--- config.mk ---
export PLATFORM = sky130hd
export DESIGN_NAME = divide_low_area_flat
export DESIGN_NICKNAME = d
export VERILOG_FILES = /design/src/rtl/divide_low_area_if.sv /design/src/rtl/divide_low_area.sv /design/src/flat_wrapper.sv
export SDC_FILE = /design/constraint.sdc
export NUM_CORES = 1
export LEC_CHECK = 0
export CORE_ASPECT_RATIO = 1.4
export CORE_UTILIZATION = 45
export CTS_CLUSTER_DIAMETER = 30
export DETAILED_ROUTE_END_ITERATION = 16
export PLACE_DENSITY = 0.79
export SLEW_MARGIN = 20
export SYNTH_ARGS = -nofsm -noshare
export SYNTH_HDL_FRONTEND = slang
export SYNTH_SLANG_ARGS = --single-unit
--- constraint.sdc ---
create_clock -name clk -period 2.2 [get_ports clk]
set_clock_uncertainty 0.1 [all_clocks]
set_input_delay 0.33 -clock clk [delete_from_list [all_inputs] [get_ports clk]]
set_output_delay 0.33 -clock clk [all_outputs]
set_load 0.05 [all_outputs]
--- src/rtl/divide_low_area_if.sv ---
// Start/done handshake and operand/result bus for the low-area restoring divider.
// Same handshake as the shift-add multiplier, so both units can share a datapath slot.
interface divide_low_area_if #(
  parameter int unsigned W = 8
) ();

  logic             start;
  logic [2*W-1:0]   dividend;
  logic [W-1:0]     divisor;
  logic [2*W-1:0]   quotient;
  logic [W-1:0]     remainder;
  logic             done;
  logic             busy;
  logic             div_by_zero;

  modport master (
    output start,
    output dividend,
    output divisor,
    input  quotient,
    input  remainder,
    input  done,
    input  busy,
    input  div_by_zero
  );

  modport slave (
    input  start,
    input  dividend,
    input  divisor,
    output quotient,
    output remainder,
    output done,
    output busy,
    output div_by_zero
  );

endinterface

--- src/rtl/divide_low_area.sv ---
// Sequential restoring divider: 2W-bit dividend / W-bit divisor.
// Retires one quotient bit per clock through a single W+1-bit subtractor.
module divide_low_area #(
  parameter int unsigned W = 8
) (
  input  logic             clk,
  input  logic             reset,
  divide_low_area_if.slave bus
);

  localparam int unsigned QW = 2 * W;
  localparam int unsigned CW = $clog2(QW);

  typedef enum logic [1:0] {
    IDLE,
    CALC,
    ZERO,
    DONE
  } state_t;

  state_t          state_q, state_d;
  logic [QW-1:0]   q_q, q_d;
  logic [W-1:0]    r_q, r_d;
  logic [W-1:0]    d_q, d_d;
  logic [CW-1:0]   cnt_q, cnt_d;
  logic [QW-1:0]   quot_q, quot_d;
  logic [W-1:0]    rem_q, rem_d;
  logic            done_q, done_d;
  logic            busy_q, busy_d;
  logic            dbz_q, dbz_d;

  logic [W:0]      p;
  logic            ge;
  logic [W-1:0]    r_step;
  logic [QW-1:0]   q_step;

  // One restoring step; the remainder's top bit is always zero after a step, so only W bits are kept.
  always_comb begin
    p      = {r_q, q_q[QW-1]};
    ge     = (p >= {1'b0, d_q});
    r_step = ge ? W'(p - {1'b0, d_q}) : W'(p);
    q_step = {q_q[QW-2:0], ge};
  end

  always_ff @(posedge clk or posedge reset) begin
    if (reset) begin
      state_q <= IDLE;
      q_q     <= '0;
      r_q     <= '0;
      d_q     <= '0;
      cnt_q   <= '0;
      quot_q  <= '0;
      rem_q   <= '0;
      done_q  <= 1'b0;
      busy_q  <= 1'b0;
      dbz_q   <= 1'b0;
    end else begin
      state_q <= state_d;
      q_q     <= q_d;
      r_q     <= r_d;
      d_q     <= d_d;
      cnt_q   <= cnt_d;
      quot_q  <= quot_d;
      rem_q   <= rem_d;
      done_q  <= done_d;
      busy_q  <= busy_d;
      dbz_q   <= dbz_d;
    end
  end

  always_comb begin
    state_d = state_q;
    q_d     = q_q;
    r_d     = r_q;
    d_d     = d_q;
    cnt_d   = cnt_q;
    quot_d  = quot_q;
    rem_d   = rem_q;
    done_d  = done_q;
    busy_d  = busy_q;
    dbz_d   = dbz_q;

    unique case (state_q)
      IDLE: begin
        if (bus.start) begin
          q_d    = bus.dividend;
          r_d    = '0;
          d_d    = bus.divisor;
          cnt_d  = CW'(QW - 1);
          done_d = 1'b0;
          dbz_d  = 1'b0;
          if (bus.divisor != '0) begin
            state_d = CALC;
            busy_d  = 1'b1;
          end else begin
            state_d = ZERO;
          end
        end
      end

      CALC: begin
        q_d   = q_step;
        r_d   = r_step;
        cnt_d = cnt_q - CW'(1);
        if (cnt_q == '0) begin
          state_d = DONE;
          quot_d  = q_step;
          rem_d   = r_step;
          done_d  = 1'b1;
          busy_d  = 1'b0;
        end
      end

      // Divide by zero: all-ones quotient, remainder is the low half of the captured dividend.
      ZERO: begin
        state_d = DONE;
        quot_d  = '1;
        rem_d   = q_q[W-1:0];
        dbz_d   = 1'b1;
        done_d  = 1'b1;
      end

      // A level-held start must drop before another division can be accepted.
      DONE: begin
        if (!bus.start) begin
          state_d = IDLE;
        end
      end

      default: begin
        state_d = IDLE;
      end
    endcase
  end

  assign bus.quotient    = quot_q;
  assign bus.remainder   = rem_q;
  assign bus.done        = done_q;
  assign bus.busy        = busy_q;
  assign bus.div_by_zero = dbz_q;

endmodule

--- src/flat_wrapper.sv ---
// flat-port wrapper written by rule: the top's interface ports become plain ports
module divide_low_area_flat 
#(
  parameter int unsigned W = 8
)
  (clk, reset, bus_start, bus_dividend, bus_divisor, bus_quotient, bus_remainder, bus_done, bus_busy, bus_div_by_zero);
  divide_low_area_if #(.W(W)) bus_i ();
  input  logic clk;
  input  logic reset;
  input wire logic [$bits(bus_i.start)-1:0] bus_start;
  input wire logic [$bits(bus_i.dividend)-1:0] bus_dividend;
  input wire logic [$bits(bus_i.divisor)-1:0] bus_divisor;
  output wire logic [$bits(bus_i.quotient)-1:0] bus_quotient;
  output wire logic [$bits(bus_i.remainder)-1:0] bus_remainder;
  output wire logic [$bits(bus_i.done)-1:0] bus_done;
  output wire logic [$bits(bus_i.busy)-1:0] bus_busy;
  output wire logic [$bits(bus_i.div_by_zero)-1:0] bus_div_by_zero;
  assign bus_i.start = bus_start;
  assign bus_i.dividend = bus_dividend;
  assign bus_i.divisor = bus_divisor;
  assign bus_quotient = bus_i.quotient;
  assign bus_remainder = bus_i.remainder;
  assign bus_done = bus_i.done;
  assign bus_busy = bus_i.busy;
  assign bus_div_by_zero = bus_i.div_by_zero;
  divide_low_area #(.W(W)) u_core (.clk(clk), .reset(reset), .bus(bus_i));
endmodule
==> summary.md <==
| Metric | Value |
|---|---|
| CP Buf/Inv Count | 0 |
| Final wirelength | 8.27 mm |
| Met3 Wirelength | 370 µm |
| Number of remaining DRC errors | 0 |
| Ys flop type | dfrtp_1 |
| Via Count | 2,849 |
| First-pass GRT wire length | 13.8 mm |
| WL per Instance | 15.8 µm |
| Die Ht | 105 µm |
| GPL Wtd Cong | 0.937 |
| Grt ovf | 0 |
| Row cnt | 37 |
| Minimum clock period | 2090 ps |
| R2r endpoint | u_core.bus.remainder[2] |
| H-tree levels | 3 |
| Ratio of final minimum period to clock period | 94.9% |
| CTS Hold Bufs | 0 |
| Critical path fanouts, max | 6 |
| Root Driver | clkbuf_8 |
| Initial drt markers | 191 |
| Final Non-Filler Cells | 524 |
| Most frequent cells in the layout | dfrtp_1 (65), clkdlybuf4s50_1 (53), nand2_1 (44), o21ai_0 (36), nor2_1 (30) |
| Seq/Total Area, Yosys | 47.8% |
| GR Util All Layers | 23.1% |
| Worst reg-to-reg path cell count | 6 |
| Max-Cap Viols | 0 |
| DR pass1 iterations | 4 |
| Post-Syn Area | 0.00340 mm² |
| Worst skew pair latency | 330 ps |
| Post-synth ARST share | 100% |
| Nets@finish | 466 |
| CTS tree | yes |
| Wire length on met2 | 4.21 mm |
| Critical Setup Path Class | flip-flop to flip-flop |
| Slowest CP cell | dfrtp_1 |
| CTS Sinks | 65 |
| Largest stage delay on the critical path | 420 ps |
| Clock Pin Slew Worst Setup and Hold Paths | 70 ps |
| Antenna Violating Nets Remaining | 0 |
| Reg2Reg Launch Point | u_core.r_q[4] |
| Fin. max-slew vios | 0 |
| Syn_area_per_cell | 9.42 µm² |
| Die X-Extent | 75.5 µm |
| Distinct cells, synth | 54 |
| R2r setup slk | 110 ps |
| Slew @ Worst Pin | 500 ps |
| Initial core utilization | 46.5% |
| WP data required | 2290 ps |
| Initial antenna violation count | 0 |
| Post-Synthesis Cells | 361 |
| Clk buf depth | 2 |
| Top Ports | 54 |
| Worst slew margin | 66.6% |
| I/O Buffers | 53 |
| CP endpoint kind | flip-flop |
| Mapped Nets | 404 |
| CP arrival | 2180 ps |
| Metal-1 WL | 3.40 mm |
| Top delay family on crit path | compound AO/OA/AOI/OAI gates |
| Yosys reg bits | 65 |
| # setup viols final | 0 |
| Hold Fails Final Rpt | 0 |
| Via/cell ratio | 5.44 |
| Most common cell after layout, fill and taps aside | dfrtp_1 |
| Layout cells sized above 1 | 14.3% |
| Top sig layer | met4 |
| CORE AREA | 0.00731 mm² |
| TritonCTS Buffers | 9 |
| Vias in the first global route | 2,891 |
| Status | completed |
| YS warnings | 0 |
| Post-DP HPWL | 6.01 mm |
| Hold Crit Class | primary input to asynchronous set/reset pin |
| Die area | 0.00791 mm² |
| Startpoint class of the critical path | flip-flop |
| Largest net degree at the start of global routing | 48 |
| EDFF count, synth | 0 |
| Placed instance count | 506 |
| ANT cells | 0 |
| Critical path, cell by cell | ha_1, nand3_2, o221ai_4, a21o_2, mux2i_2, o221ai_1 |
| Synthesis-to-finish area growth | 28.0% |
| Max Freq | 479 MHz |
==> synthesized netlist by cell type (all sizes together), types with 2 or more instances <==
| master | number | area share (%) |
|---|---|---|
| a211oi | 2 | 0.44 |
| a21oi | 33 | 5.3 |
| a31oi | 3 | 0.55 |
| a32oi | 2 | 0.52 |
| buf | 7 | 0.99 |
| clkbuf | 12 | 1.3 |
| dfrtp | 65 | 48 |
| ha | 15 | 5.5 |
| inv | 25 | 2.8 |
| mux2 | 10 | 3.4 |
| mux2i | 13 | 3.8 |
| nand2 | 44 | 4.9 |
| nand2b | 2 | 0.37 |
| nand3 | 6 | 0.88 |
| nor2 | 31 | 3.5 |
| nor2b | 3 | 0.55 |
| nor3b | 4 | 0.88 |
| nor4 | 2 | 0.37 |
| o21a | 3 | 0.66 |
| o21ai | 41 | 6.1 |
| o221ai | 5 | 1.7 |
| o22ai | 8 | 1.5 |
| or3 | 2 | 0.37 |
==> state kept, by name, indices dropped and copies added, names as in the netlist <==
signal	flops
u_core.r_q	8
u_core.d_q	8
u_core.q_q	16
u_core.bus.div_by_zero	1
u_core.bus.done	1
u_core.bus.remainder	8
u_core.bus.quotient	16
u_core.state_q	2
u_core.cnt_q	4
u_core.bus.busy	1
==> worst reg2reg max path, stage by stage (launching register included) <==
cell	delay, ps
dfrtp_1	420
ha_1	390
nand3_2	160
o221ai_4	260
a21o_2	230
mux2i_2	250
o221ai_1	140
==> timing repair <==
item | 4_1_cts | 5_1_grt
gates resized for setup | 0 | 14
endpoints found under the hold margin | 0 | 0
buffers inserted | 0 | 3
setup endpoints to repair | 0 | 10
==> worst max path at each step <==
stage / from / to / slack, ps / cells after the start
after floorplan: reset / u_core.bus.busy / 140 / 1
after global placement: u_core.q_q[15] / u_core.r_q[6] / 130 / 9
after detailed placement: u_core.q_q[15] / u_core.r_q[6] / 50 / 9
after CTS: u_core.q_q[15] / u_core.r_q[6] / 40 / 9
after global routing: u_core.q_q[15] / u_core.bus.remainder[6] / -30 / 9
final: u_core.r_q[4] / u_core.bus.remainder[2] / 110 / 6
==> final cells by class <==
cell class,instances,area (µm²)
Fill cell,636,2960
Multi-Input combinational cell,252,1670
Sequential cell,65,1630
Timing Repair Buffer,70,683
Clock buffer,12,145
Tap cell,97,121
Inverter,25,93.8
Clock inverter,3,17.5
==> per-layer routing <==
layer  vias up  global-route usage (%)
met3        19                    3.09
met5         -                       0
li1       1390                       -
met4         0                    12.0
met2        78                    35.8
met1      1362                    30.8
==> kinds of logic after synthesis <==
| kind of cell | after synthesis | share of synthesized area, % |
|---|---|---|
| multiplexers | 23 | 7.25 |
| adder cells (fa/ha/maj) | 16 | 6.11 |
| XOR/XNOR | 1 | 0.258 |
| buffers and inverters | 44 | 5.08 |
| AO/OA/AOI/OAI | 110 | 20.1 |
| AND/OR/NAND/NOR | 102 | 13.4 |
| flip-flops | 65 | 47.8 |
==> stage by stage <==
step	TNS (ps)	area, µm²	setup slack [ps]	hold WS [ps]	utilization [%]
after CTS	0	4280	39.8	208	58.5
after floorplan	0	3400	144	350	-
final	0	4350	112	202	59.5
after global routing	-62.7	4350	-29.3	225	59.5
after global placement	0	4120	133	368	56.3
after detailed placement	0	4120	47.7	369	56.3
Power is not shown: default switching activity piles up to over one toggle a cycle in this logic, so the estimate is an artifact.
